File: src/rtl/uart_axi_fifo.sv
// AXI4-Lite UART with TX/RX FIFOs, sticky error flags, FIFO flush and a level interrupt.
// One frame: start bit, 8 data bits LSB first, parity bit, one stop bit.
module uart_axi_fifo #(
    parameter int CLK_FREQUENCY = 100_000_000,
    parameter int BAUD_RATE     = 115_200,
    parameter bit PARITY        = 1'b1,
    parameter int TX_FIFO_DEPTH = 16,
    parameter int RX_FIFO_DEPTH = 16
) (
    input  logic        s_axi_aclk,
    input  logic        s_axi_aresetn,
    input  logic [3:0]  s_axi_awaddr,
    input  logic [2:0]  s_axi_awprot,
    input  logic        s_axi_awvalid,
    output logic        s_axi_awready,
    input  logic [31:0] s_axi_wdata,
    input  logic [3:0]  s_axi_wstrb,
    input  logic        s_axi_wvalid,
    output logic        s_axi_wready,
    output logic [1:0]  s_axi_bresp,
    output logic        s_axi_bvalid,
    input  logic        s_axi_bready,
    input  logic [3:0]  s_axi_araddr,
    input  logic [2:0]  s_axi_arprot,
    input  logic        s_axi_arvalid,
    output logic        s_axi_arready,
    output logic [31:0] s_axi_rdata,
    output logic [1:0]  s_axi_rresp,
    output logic        s_axi_rvalid,
    input  logic        s_axi_rready,
    input  logic        rx_in,
    output logic        tx_out,
    output logic        irq
);

    localparam int CLKS     = CLK_FREQUENCY / BAUD_RATE;
    localparam int CNT_W    = $clog2(CLKS + 1);
    localparam int TX_AW    = $clog2(TX_FIFO_DEPTH);
    localparam int RX_AW    = $clog2(RX_FIFO_DEPTH);
    localparam logic [CNT_W-1:0] BIT_END  = CNT_W'(CLKS - 1);
    localparam logic [CNT_W-1:0] HALF_END = CNT_W'(CLKS / 2 - 1);

    function automatic logic parity_of(input logic [7:0] d);
        return PARITY ? ~(^d) : (^d);
    endfunction

    logic              unused_bits;
    logic              wr_en, wr_byte, rd_en;
    logic [1:0]        wr_addr, rd_addr;
    logic [1:0]        ctrl_ie;
    logic [2:0]        sticky, sticky_set, sticky_clr;
    logic              tx_flush, rx_flush;
    logic [31:0]       status, rd_data;
    logic [1:0]        rd_resp;

    logic [7:0]        tx_mem [TX_FIFO_DEPTH];
    logic [TX_AW-1:0]  tx_wptr, tx_rptr;
    logic [TX_AW:0]    tx_count;
    logic              tx_empty, tx_full, tx_push, tx_wr, tx_pop, tx_drop_set;
    logic [7:0]        tx_head;
    logic              tx_busy, tx_last, tx_start;
    logic [CNT_W-1:0]  tx_cnt;
    logic [3:0]        tx_bit;
    logic [10:0]       tx_shift;

    logic [7:0]        rx_mem [RX_FIFO_DEPTH];
    logic [RX_AW-1:0]  rx_wptr, rx_rptr;
    logic [RX_AW:0]    rx_count;
    logic              rx_empty, rx_full, rx_wr, rx_pop;
    logic              rx_s1, rx_s2, rx_busy;
    logic [CNT_W-1:0]  rx_cnt;
    logic [3:0]        rx_bit;
    logic [8:0]        rx_shift;
    logic              rx_vld_p1, rx_perr_p1;
    logic [7:0]        rx_byte_p1;

    assign unused_bits = &{1'b0, s_axi_awprot, s_axi_arprot, s_axi_awaddr[1:0],
                           s_axi_araddr[1:0], s_axi_wdata[31:8], s_axi_wstrb[3:1]};

    // AXI side: the register side effect happens in the cycle the ready pulses
    assign wr_en   = s_axi_awready;
    assign wr_addr = s_axi_awaddr[3:2];
    assign wr_byte = wr_en && s_axi_wstrb[0];
    assign rd_en   = s_axi_arready;
    assign rd_addr = s_axi_araddr[3:2];

    assign tx_push     = wr_byte && (wr_addr == 2'd0);
    assign tx_wr       = tx_push && (!tx_full || tx_pop);
    assign tx_drop_set = tx_push && !tx_wr;
    assign tx_flush    = wr_byte && (wr_addr == 2'd3) && s_axi_wdata[3];
    assign rx_flush    = wr_byte && (wr_addr == 2'd3) && s_axi_wdata[2];
    assign sticky_clr  = (wr_byte && (wr_addr == 2'd2)) ? s_axi_wdata[6:4] : 3'b000;
    assign rx_pop      = rd_en && (rd_addr == 2'd1) && !rx_empty;

    always_ff @(posedge s_axi_aclk or negedge s_axi_aresetn) begin
        if (!s_axi_aresetn) begin
            s_axi_awready <= 1'b0;
            s_axi_wready  <= 1'b0;
            s_axi_bvalid  <= 1'b0;
            s_axi_bresp   <= 2'b00;
            s_axi_arready <= 1'b0;
            s_axi_rvalid  <= 1'b0;
            s_axi_rdata   <= '0;
            s_axi_rresp   <= 2'b00;
        end else begin
            s_axi_awready <= s_axi_awvalid && s_axi_wvalid && !s_axi_bvalid && !s_axi_awready;
            s_axi_wready  <= s_axi_awvalid && s_axi_wvalid && !s_axi_bvalid && !s_axi_awready;
            if (wr_en) begin
                s_axi_bvalid <= 1'b1;
                s_axi_bresp  <= tx_drop_set ? 2'b10 : 2'b00;
            end else if (s_axi_bvalid && s_axi_bready) begin
                s_axi_bvalid <= 1'b0;
            end
            s_axi_arready <= s_axi_arvalid && !s_axi_rvalid && !s_axi_arready;
            if (rd_en) begin
                s_axi_rvalid <= 1'b1;
                s_axi_rdata  <= rd_data;
                s_axi_rresp  <= rd_resp;
            end else if (s_axi_rvalid && s_axi_rready) begin
                s_axi_rvalid <= 1'b0;
            end
        end
    end

    assign status = {8'd0, 8'(tx_count), 8'(rx_count), 1'b0, sticky,
                     tx_full, tx_empty, rx_full, !rx_empty};

    always_comb begin
        rd_data = '0;
        rd_resp = 2'b00;
        case (rd_addr)
            2'd1: begin
                if (rx_empty) rd_resp = 2'b10;
                else          rd_data = {24'd0, rx_mem[rx_rptr]};
            end
            2'd2:    rd_data = status;
            2'd3:    rd_data = {30'd0, ctrl_ie};
            default: rd_data = '0;
        endcase
    end

    // Control, sticky flags (set beats clear) and registered interrupt
    assign sticky_set = {tx_drop_set, rx_vld_p1 && rx_perr_p1, rx_vld_p1 && !rx_wr};

    always_ff @(posedge s_axi_aclk or negedge s_axi_aresetn) begin
        if (!s_axi_aresetn) begin
            ctrl_ie <= 2'b00;
            sticky  <= 3'b000;
            irq     <= 1'b0;
        end else begin
            if (wr_byte && (wr_addr == 2'd3)) ctrl_ie <= s_axi_wdata[1:0];
            sticky <= (sticky & ~sticky_clr) | sticky_set;
            irq    <= (ctrl_ie[0] && !rx_empty) || (ctrl_ie[1] && tx_empty && !tx_busy);
        end
    end

    // TX FIFO; a push into a full FIFO is accepted when the head pops in the same cycle
    assign tx_empty = (tx_count == '0);
    assign tx_full  = (tx_count == (TX_AW+1)'(TX_FIFO_DEPTH));
    assign tx_head  = tx_mem[tx_rptr];

    always_ff @(posedge s_axi_aclk) begin
        if (tx_wr) tx_mem[tx_wptr] <= s_axi_wdata[7:0];
    end

    always_ff @(posedge s_axi_aclk or negedge s_axi_aresetn) begin
        if (!s_axi_aresetn) begin
            tx_wptr  <= '0;
            tx_rptr  <= '0;
            tx_count <= '0;
        end else if (tx_flush) begin
            tx_wptr  <= '0;
            tx_rptr  <= '0;
            tx_count <= '0;
        end else begin
            if (tx_wr)  tx_wptr <= tx_wptr + TX_AW'(1);
            if (tx_pop) tx_rptr <= tx_rptr + TX_AW'(1);
            tx_count <= tx_count + (TX_AW+1)'(tx_wr) - (TX_AW+1)'(tx_pop);
        end
    end

    // TX core; the next frame loads on the last stop-bit cycle so frames abut
    assign tx_last  = tx_busy && (tx_bit == 4'd10) && (tx_cnt == BIT_END);
    assign tx_start = !tx_empty && (!tx_busy || tx_last);
    assign tx_pop   = tx_start;
    assign tx_out   = tx_busy ? tx_shift[0] : 1'b1;

    always_ff @(posedge s_axi_aclk or negedge s_axi_aresetn) begin
        if (!s_axi_aresetn) begin
            tx_busy  <= 1'b0;
            tx_cnt   <= '0;
            tx_bit   <= '0;
            tx_shift <= '1;
        end else if (tx_start) begin
            tx_busy  <= 1'b1;
            tx_cnt   <= '0;
            tx_bit   <= '0;
            tx_shift <= {1'b1, parity_of(tx_head), tx_head, 1'b0};
        end else if (tx_busy) begin
            if (tx_cnt == BIT_END) begin
                tx_cnt   <= '0;
                tx_shift <= {1'b1, tx_shift[10:1]};
                if (tx_bit == 4'd10) tx_busy <= 1'b0;
                else                 tx_bit  <= tx_bit + 4'd1;
            end else begin
                tx_cnt <= tx_cnt + CNT_W'(1);
            end
        end
    end

    // RX core: synchronise, qualify the start bit at mid-bit, then sample every bit centre
    always_ff @(posedge s_axi_aclk or negedge s_axi_aresetn) begin
        if (!s_axi_aresetn) begin
            rx_s1      <= 1'b1;
            rx_s2      <= 1'b1;
            rx_busy    <= 1'b0;
            rx_cnt     <= '0;
            rx_bit     <= '0;
            rx_shift   <= '0;
            rx_vld_p1  <= 1'b0;
            rx_perr_p1 <= 1'b0;
            rx_byte_p1 <= '0;
        end else begin
            rx_s1     <= rx_in;
            rx_s2     <= rx_s1;
            rx_vld_p1 <= 1'b0;
            if (!rx_busy) begin
                if (!rx_s2) begin
                    rx_busy <= 1'b1;
                    rx_cnt  <= '0;
                    rx_bit  <= '0;
                end
            end else if (rx_bit == 4'd0) begin
                if (rx_cnt == HALF_END) begin
                    rx_cnt <= '0;
                    if (rx_s2) rx_busy <= 1'b0;
                    else       rx_bit  <= 4'd1;
                end else begin
                    rx_cnt <= rx_cnt + CNT_W'(1);
                end
            end else if (rx_cnt == BIT_END) begin
                rx_cnt <= '0;
                if (rx_bit == 4'd10) begin
                    rx_busy    <= 1'b0;
                    rx_vld_p1  <= 1'b1;
                    rx_byte_p1 <= rx_shift[7:0];
                    rx_perr_p1 <= parity_of(rx_shift[7:0]) != rx_shift[8];
                end else begin
                    rx_shift <= {rx_s2, rx_shift[8:1]};
                    rx_bit   <= rx_bit + 4'd1;
                end
            end else begin
                rx_cnt <= rx_cnt + CNT_W'(1);
            end
        end
    end

    // RX FIFO
    assign rx_empty = (rx_count == '0);
    assign rx_full  = (rx_count == (RX_AW+1)'(RX_FIFO_DEPTH));
    assign rx_wr    = rx_vld_p1 && (!rx_full || rx_pop);

    always_ff @(posedge s_axi_aclk) begin
        if (rx_wr) rx_mem[rx_wptr] <= rx_byte_p1;
    end

    always_ff @(posedge s_axi_aclk or negedge s_axi_aresetn) begin
        if (!s_axi_aresetn) begin
            rx_wptr  <= '0;
            rx_rptr  <= '0;
            rx_count <= '0;
        end else if (rx_flush) begin
            rx_wptr  <= '0;
            rx_rptr  <= '0;
            rx_count <= '0;
        end else begin
            if (rx_wr)  rx_wptr <= rx_wptr + RX_AW'(1);
            if (rx_pop) rx_rptr <= rx_rptr + RX_AW'(1);
            rx_count <= rx_count + (RX_AW+1)'(rx_wr) - (RX_AW+1)'(rx_pop);
        end
    end

endmodule
File: config.mk
export PLATFORM = sky130hd
export DESIGN_NAME = uart_axi_fifo
export DESIGN_NICKNAME = d
export VERILOG_FILES = /design/src/rtl/uart_axi_fifo.sv
export SDC_FILE = /design/constraint.sdc
export NUM_CORES = 1
export LEC_CHECK = 0
export ABC_AREA = 1
export CAP_MARGIN = 15
export CORE_AREA = 2 2 193 195
export CTS_BUF_LIST = sky130_fd_sc_hd__clkbuf_16
export DETAILED_ROUTE_END_ITERATION = 12
export DIE_AREA = 0 0 195 197
export SLEW_MARGIN = 20
export SYNTH_ARGS = -nofsm -noshare
export SYNTH_HDL_FRONTEND = slang
export SYNTH_SLANG_ARGS = --single-unit
File: constraint.sdc
create_clock -name s_axi_aclk -period 8.5 [get_ports s_axi_aclk]
set_clock_uncertainty 0.05 [all_clocks]
set_input_delay 1.7 -clock s_axi_aclk [delete_from_list [all_inputs] [get_ports s_axi_aclk]]
set_output_delay 1.7 -clock s_axi_aclk [all_outputs]
set_load 0.01 [all_outputs]
## Word level (Yosys, flattened, before mapping)

Memory sizes are Yosys's and may differ from the RTL's.
Cells that the tools add are included.

- Bits in registers: 134
- Bits in latches: 0
- RAM bits: 256
- Bits in read-only memories: 0
- Output and inout port bits: 43
- Word-level logic and storage cells: 190
- Memories kept: 2

Memory list:

| memory | depth | width | rd ports | clocked after Yosys merged registers in | write ports | line | text |
|---|---|---|---|---|---|---|---|
| rx_mem | 16 | 8 | 1 | 0 | 1 | 66 | `logic [7:0] rx_mem [RX_FIFO_DEPTH];` |
| tx_mem | 16 | 8 | 1 | 0 | 1 | 56 | `logic [7:0] tx_mem [TX_FIFO_DEPTH];` |

- $add $sub $neg: 12
- $mul: 0
- Div/mod/pow operators: 0
- Magnitude comparators: 0
- Equality and inequality tests: 19
- Shift operators: 0
- Multiplexer cells: 61
- Bitwise operators: 7
- Reduce and logical (&&, ||, !) cells: 60

Operators by type and width:

| cell | number |
|---|---|
| one-hot mux 32 bit (3 select lines) | 1 |
| 2-to-1 mux 10 bit | 8 |
| 2-to-1 mux 4 bit | 19 |
| 2-to-1 mux 11 bit | 3 |
| logical AND 1 bit | 26 |
| adder 4 x 1 -> 4 bit, second input constant | 6 |
| 2-to-1 mux 1 bit | 23 |
| adder 10 x 1 -> 10 bit, second input constant | 2 |
| equality test 10 bit, second input constant | 2 |
| nonzero test 2 bit | 8 |
| XOR reduction 8 bit | 2 |
| zero test 1 bit | 11 |
| adder 5 x 1 -> 5 bit | 2 |
| equality test 10 x 9 -> 1 bit, second input constant | 1 |
| equality test 5 bit, second input constant | 2 |
| zero test 5 bit | 2 |
| 2-to-1 mux 5 bit | 2 |
| subtractor 5 x 1 -> 5 bit | 2 |
| equality test 2 bit, second input constant | 4 |
| equality test 4 bit, second input constant | 2 |
| 2-to-1 mux 8 bit | 1 |
| AND reduction 4 bit | 2 |
| 2-to-1 mux 2 bit | 3 |
| inequality test 3 bit, second input constant | 2 |
| other kinds (17) | 23 |

## Depth between registers and ports, before layout

Gate-level depths: netlist of the first run.

- Word-level depth: 10
- Gate-level depth with buffers: 20
- Gate-level depth less buffers: 20

## Worst setup path after synthesis of the first run

OpenSTA, ideal clock, no wires.

- Kind: input port to flip-flop
- Start: input s_axi_araddr[2]
- End: register rx_count[4]
- Library setup time: 0.123 ns
- Arrival time: 3.785 ns
- Data required time: 8.327 ns
- Setup slack: 4.542 ns
- Cell stages on the path: 18
- Cells stage by stage: inv_1 > nor2_1 > nand2_1 > inv_1 > nand2_1 > inv_2 > nor2_2 > nor2_4 > inv_2 > ha_1 > inv_1 > ha_1 > fa_1 > nand2_1 > a21oi_1 > nor2_1 > xor2_1 > nor2_1

- Longest elaborated chain between the ends: 8

RTL lines:

| item | line | text |
|---|---|---|
| start, declared | 23 | `input logic [3:0] s_axi_araddr,` |
| equality test 2 x 1 -> 1 bit (*) | 93 | `assign rx_pop = rd_en && (rd_addr == 2'd1) && !rx_empty;` |
| logical AND 1 bit (*) (2 in series) | 93 |  |
| logical OR 1 bit | 261 | `assign rx_wr = rx_vld_p1 && (!rx_full \|\| rx_pop);` |
| logical AND 1 bit | 261 |  |
| adder 5 x 1 -> 5 bit | 279 | `rx_count <= rx_count + (RX_AW+1)'(rx_wr) - (RX_AW+1)'(rx_pop);` |
| subtractor 5 x 1 -> 5 bit (*) | 279 |  |
| 2-to-1 mux 5 bit (*) | 272 | `end else if (rx_flush) begin` |
| end signal, assigned | 279 |  |
| end, declared | 68 | `logic [RX_AW:0] rx_count;` |

Mark *: on every way between the ends. The rest lies on a longest branch, timed or not.
A chain may end at the register's enable or synchronous reset.

## Worst setup path after layout of the first run

Same ends and word-level chain as after synthesis.

==> flow_summary.json, run 1 <==
{
  "cts_tree": "built",
  "synthArstFlopShare": 0.314,
  "ys_ff_latch": 373,
  "cts.sinks": 373,
  "syn-mean-instance-area_sq_um": 10.6,
  "yosys.cell_types.count": 52,
  "final_cell_area_sq_um": 18400,
  "worstHoldPathCells": 0,
  "pin_count": 101,
  "htree_levels": 2,
  "start_util": 0.455,
  "synth.area.top_cells": "edfxtp_1 (47%), dfrtp_1 (16%), nand2_1 (7.4%)",
  "yosysMostFrequentCell": "nand2_1",
  "postCtsSetupBuffers": 0,
  "clk_latency_ps": 530,
  "grt_overflow": 0,
  "fin_tns_setup_ps": 0,
  "grt_pass1_vias": 10800,
  "r2r_start": "rx_count[2]$_DFF_PN0_",
  "drt-initial-drc-count": 598,
  "synth_area_sq_um": 16500,
  "root_buffer": "clkbuf_16",
  "wl_per_cell_microns": 17.7,
  "r2r_slack_ps": 5220,
  "vias_per_cell": 5.24,
  "critical_path_required_ps": 8850,
  "critPathKind": "in -> reg",
  "cp-start-kind": "input pin",
  "dieArea_sq_um": 38400,
  "vdd_drop_max_uv": 198,
  "slew_violations": 0,
  "period_share": 0.508,
  "gp_congestion": 0.806,
  "ys_seq_area_frac": 0.644,
  "die_y_microns": 197,
  "fill_cells": 3325,
  "vias": 11000,
  "endpoint_kind": "flop",
  "whs_endpoint": "rx_s2$_DFF_PN1_",
  "tightest_slew_ps": 1110,
  "rsz0062_at_grt": "false",
  "reg2reg_to": "rx_count[4]$_DFF_PN0_",
  "dr.pass1.iters": 7,
  "gr-usage-all-layers": 0.197,
  "grt_max_degree": 77,
  "port_buffers": 47,
  "clk_path_buf_depth": 3,
  "hold_viol": 0,
  "fmax_mhz": 232,
  "drtAntennaViolNets": 0,
  "grt_pass1_wl_microns": 59300,
  "syn_to_final_growth_pct": 11.4,
  "cts_buffers": 40,
  "p_per_area_nw_per_um2": 255,
  "status": "finished, final reports clean",
  "cap_viol_max_count": 0,
  "worst_r2r_path_depth": 20,
  "p_leak_nw": 7.66,
  "core_area_sq_um": 36300,
  "dpl-instance-area_sq_um": 17200,
  "path_max_fanout": 8,
  "die_w_microns": 195,
  "setup_violations": 0,
  "yosys_warnings": 0,
  "rows": 70,
  "dp_hpwl_microns": 22700,
  "antenna_found_initial": 0,
  "cts_hold_buf": 0,
  "route.detailed.drc": 0,
  "synth_top_area_frac": 0.466,
  "synth_common_cells": "nand2_1 (325), edfxtp_1 (256), nor2_1 (183)",
  "relSlewSlack": 0.259,
  "yosys.area.top_type": "edfxtp_1",
  "period_minus_slack_ps": 4320,
  "hp-class": "reg -> reg",
  "final_nets": 1687,
  "synth_edf_count": 256,
  "cts_resized": 0,
  "min_from": "rx_s1$_DFF_PN1_",
  "arrival_ps": 4670,
  "finalWirelength_microns": 37100,
  "synth_cells": 1561,
  "drive_gt1_frac": 0.0663,
  "antennaDiodeCount": 0,
  "ys.flop_type": "edfxtp_1",
  "clk_pin_slew_ps": 60
}
power by group:
group          total [W]  internal, W  switching [W]
Combinational   0.000961     0.000348       0.000613
Sequential       0.00214      0.00202       0.000112
Clock            0.00159     0.000901       0.000693
per-stage QoR:
| stage | power, W | instances | util | hold WS, ps | setup WS (ps) |
|---|---|---|---|---|---|
| finish | 0.00469 | 2097 | 0.507 | 305 | 4180 |
| global route | 0.00494 | 2097 | 0.507 | 313 | 3920 |
| CTS | 0.00474 | 2097 | 0.507 | 306 | 4220 |
| detailed placement | 0.00314 | 2023 | 0.474 | 298 | 3680 |
| global placement | 0.00312 | 2023 | 0.474 | 296 | 3690 |
| floorplan | 0.00279 | 1576 | - | 295 | 4540 |
area by class of cell:
| type | instances | area [sq um] | area share |
|---|---|---|---|
| sequential | 373 | 10600 | 0.578 |
| multi-input combinational | 985 | 4910 | 0.267 |
| clock buffer | 41 | 1030 | 0.0558 |
| tap | 468 | 586 | 0.0319 |
| timing repair buffer | 57 | 543 | 0.0295 |
| inverter | 140 | 526 | 0.0286 |
| clock inverter | 33 | 164 | 0.00892 |
flip-flops by register name (all words and copies together), names as in the netlist, 2 cells and up:
register and cells:
tx_count 5, tx_cnt 10, rx_byte_p1 8, rx_wptr 4, s_axi_rdata 18, tx_rptr 4
rx_shift 9, tx_wptr 4, ctrl_ie 2, rx_bit 4, rx_rptr 4, tx_bit 4
rx_mem 128, rx_cnt 10, tx_shift 10, sticky 3, tx_mem 128, rx_count 5
cells in the final DEF, fill, tap and decap left out, drive strengths merged, types with 2 or more instances in the layout:
cell,netlist,layout
nand2,328,328
edfxtp,256,256
nor2,188,188
inv,137,148
o21ai,145,145
nand3,121,121
dfrtp,105,105
clkdlybuf4s50,0,46
clkbuf,27,41
ha,30,30
a21oi,24,24
clkinv,3,24
o221ai,19,19
nor3,17,17
o22ai,16,16
conb,1,16
xor2,13,13
o211ai,12,12
dfstp,12,12
buf,51,11
xnor2,10,10
or2,8,8
nand4,7,7
a31oi,6,6
o21a,4,4
a211oi,3,3
a22o,2,2
o31ai,2,2
a22oi,2,2
nor4,2,2
fa,2,2
worst max path at each step:
stage               cells past startpoint                     to       startpoint  slack, ps
finish                                 19  rx_count[4]$_DFF_PN0_  s_axi_araddr[2]       4180
CTS                                    19  rx_count[4]$_DFF_PN0_  s_axi_araddr[2]       4220
floorplan                              18  rx_count[4]$_DFF_PN0_  s_axi_araddr[2]       4540
detailed placement                     19  rx_count[4]$_DFF_PN0_  s_axi_araddr[2]       3680
global route                           19  rx_count[4]$_DFF_PN0_  s_axi_araddr[2]       3920
global placement                       19  rx_count[4]$_DFF_PN0_  s_axi_araddr[2]       3690
critical path: stages:
cell             delay (ps)
clkdlybuf4s50_1         530
inv_1                    90
nor2_1                  180
nand2_1                 100
inv_1                   110
nand2_1                 110
inv_2                   190
nor2_2                   70
nor2_4                  150
inv_2                    80
ha_1                    270
inv_1                    40
ha_1                    190
fa_1                    400
nand2_1                  90
a21oi_1                  60
nor2_1                  110
xor2_1                  150
nor2_1                   50
metal layers:
metal / vias to the layer above / track usage / part of all wire
li1: 5368 / - / -
met1: 5309 / 0.256 / 0.44
met2: 238 / 0.344 / 0.50
met3: 74 / 0.0264 / 0.040
met4: 0 / 0.0574 / 0.025
met5: - / 0 / 0
kinds of logic (layout without fill, tap and decap cells):
| logic type | count (synthesis) | after routing | share of synthesized area |
|---|---|---|---|
| DFF | 373 | 373 | 0.644 |
| and+or+nand+nor | 674 | 674 | 0.171 |
| AOI/OAI and AO/OA | 240 | 240 | 0.0849 |
| xor gates and xnor gates | 23 | 23 | 0.0122 |
| buffers and inverters | 218 | 271 | 0.0622 |
| other | 1 | 16 | 0.000227 |
| adders and majority gates | 32 | 32 | 0.0252 |
Note: power is estimated with default switching activity, not from simulation.
==> run 2, diff against run 1 <==
==> constraint.sdc (replaced) <==
create_clock -name s_axi_aclk -period 4.37 [get_ports s_axi_aclk]
set_clock_uncertainty 0.05 [all_clocks]
set_input_delay 0.874 -clock s_axi_aclk [delete_from_list [all_inputs] [get_ports s_axi_aclk]]
set_output_delay 0.874 -clock s_axi_aclk [all_outputs]
set_load 0.01 [all_outputs]
==> run 2 against run 1 <==
Effect of this change: non-clock buffer count up 4; cell count unchanged; sequential share of layout area down 0.27 points; clock power up 100%.
==> flow_summary.json, run 2 (synthesized netlist as in run 1, its figures left out) <==
{
  "slew_violations": 0,
  "cp_slowest_cell": "clkdlybuf4s50_1",
  "hp-class": "reg -> reg",
  "drive_gt1_frac": 0.0688,
  "finalWirelength_microns": 36400,
  "vias": 10900,
  "tightest_slew_ps": 1050,
  "htree_levels": 2,
  "grt_max_degree": 76,
  "period_share": 0.781,
  "combPwrFrac": 0.203,
  "power.net_switching_w": 0.00274,
  "final_common_cell": "nand2_1",
  "antenna_found_initial": 0,
  "relSlewSlack": 0.293,
  "switching_share": 0.295,
  "clk_latency_ps": 530,
  "die_y_microns": 197,
  "antennaDiodeCount": 0,
  "rows": 70,
  "grt_pass1_vias": 10800,
  "arrival_ps": 3770,
  "final_nets": 1690,
  "wl_per_cell_microns": 17.3,
  "postCtsSetupBuffers": 0,
  "grt_overflow": 0,
  "endpoint_kind": "flop",
  "p_per_area_nw_per_um2": 503,
  "vdd_drop_max_uv": 453,
  "cts_buffers": 39,
  "path_max_fanout": 8,
  "fin_tns_setup_ps": 0,
  "p_leak_nw": 7.70,
  "period_minus_slack_ps": 3410,
  "drt-initial-drc-count": 705,
  "syn_to_final_growth_pct": 11.9,
  "cap_viol_max_count": 0,
  "max_stage_delay_ps": 510,
  "drtAntennaViolNets": 0,
  "port_buffers": 47,
  "clk_path_buf_depth": 3,
  "cts.sinks": 373,
  "worstHoldPathCells": 0,
  "die_w_microns": 195,
  "cts_tree": "built",
  "start_util": 0.455,
  "grt_pass1_wl_microns": 57700,
  "cts_resized": 0,
  "path_cells": "clkdlybuf4s50_1 -> inv_1 -> nor2_1 -> nand2_1 -> inv_1 -> nand2_1 -> inv_2 -> nor2_2 -> nor2_4 -> inv_2 -> ha_1 -> inv_1 -> ha_1 -> fa_1 -> nand2_1 -> a21oi_1 -> nor2_1 -> xor2_1 -> nor2_1",
  "reg.largest.list": "rx_mem: 128 flops, tx_mem: 128 flops, s_axi_rdata: 18 flops",
  "hold_viol": 0,
  "holdWs_ps": 305,
  "core_area_sq_um": 36300,
  "clk_pin_slew_ps": 60,
  "pin_count": 101,
  "fmax_mhz": 293,
  "rsz0062_at_grt": "false",
  "vias_per_cell": 5.19,
  "critPathKind": "in -> reg",
  "route.detailed.drc": 0,
  "gr-usage-all-layers": 0.192,
  "root_buffer": "clkbuf_16",
  "gp_congestion": 0.811,
  "p_clk_frac": 0.349,
  "final_cell_mix": "nand2_1 (325), edfxtp_1 (256), nor2_1 (182)",
  "dp_hpwl_microns": 23000,
  "dr.pass1.iters": 5,
  "cts_hold_buf": 0,
  "worst_r2r_path_depth": 20,
  "p_int_w": 0.00655,
  "critPathBufInv": 6,
  "crit_cells": 19,
  "setup_violations": 0,
  "dieArea_sq_um": 38400,
  "cp-start-kind": "input pin",
  "status": "finished, final reports clean",
  "crit_family": "buffers and inverters",
  "share_seq_of_total_power": 0.449,
  "critical_path_required_ps": 4730
}
run 2: cell count changes in the layout (fill, tap and decap cells not counted):
cell | before | now
buf_4 | 11 | 15
bufinv_16 | 1 | 4
clkinv_1 | 21 | 19
clkinv_2 | 3 | 4
inv_1 | 134 | 132
inv_2 | 12 | 10
inv_6 | 2 | 0
run 2: final timing paths:
path	startpoint	end	slack, ps
setup reg to reg	rx_count[3]$_DFF_PN0_	rx_count[4]$_DFF_PN0_	1140
setup / recovery	s_axi_araddr[2]	rx_count[4]$_DFF_PN0_	960
hold / removal	rx_s1$_DFF_PN1_	rx_s2$_DFF_PN1_	300
max in group asynchronous	s_axi_aresetn	tx_shift[9]$_DFFE_PN1P_	2990
hold reg to reg	rx_s1$_DFF_PN1_	rx_s2$_DFF_PN1_	300
min in group asynchronous	s_axi_aresetn	rx_bit[0]$_DFFE_PN0P_	340
run 2: per-stage QoR:
stage	cell area [sq um]	setup slack (ps)	util	cells	total power (W)
2_1_floorplan	16600	1240	-	1576	0.00543
3_3_place_gp	17200	472	0.475	2027	0.00609
3_5_place_dp	17200	445	0.475	2027	0.00613
4_1_cts	18500	1010	0.509	2097	0.00936
5_1_grt	18500	755	0.509	2097	0.00974
6_report	18500	958	0.509	2097	0.00929
run 2: area by class of cell:
class / count / area (sq um)
clock buffers: 41 / 1030
clock inverters: 29 / 219
fillers: 3256 / 17800
inverters: 140 / 526
multi-input cells: 985 / 4910
flip-flops and latches: 373 / 10600
well taps: 468 / 586
repair buffers: 61 / 573
run 2: routing by layer:
layer  share of wire  vias up  global-route usage
li1                -     5359                   -
met1            0.42     5258               0.236
met2            0.51      207               0.346
met3           0.038       69              0.0289
met4           0.029        0              0.0642
met5               0        -                   0
run 2: power by group through the flow:
stage | combinational [W] | sequential, W | clock (W)
floorplan | 0.00129 | 0.00414 | 0
global placement | 0.00186 | 0.00423 | 0
CTS | 0.00190 | 0.00417 | 0.00329
finish | 0.00188 | 0.00417 | 0.00324
detailed placement | 0.00189 | 0.00424 | 0
global route | 0.00211 | 0.00419 | 0.00343
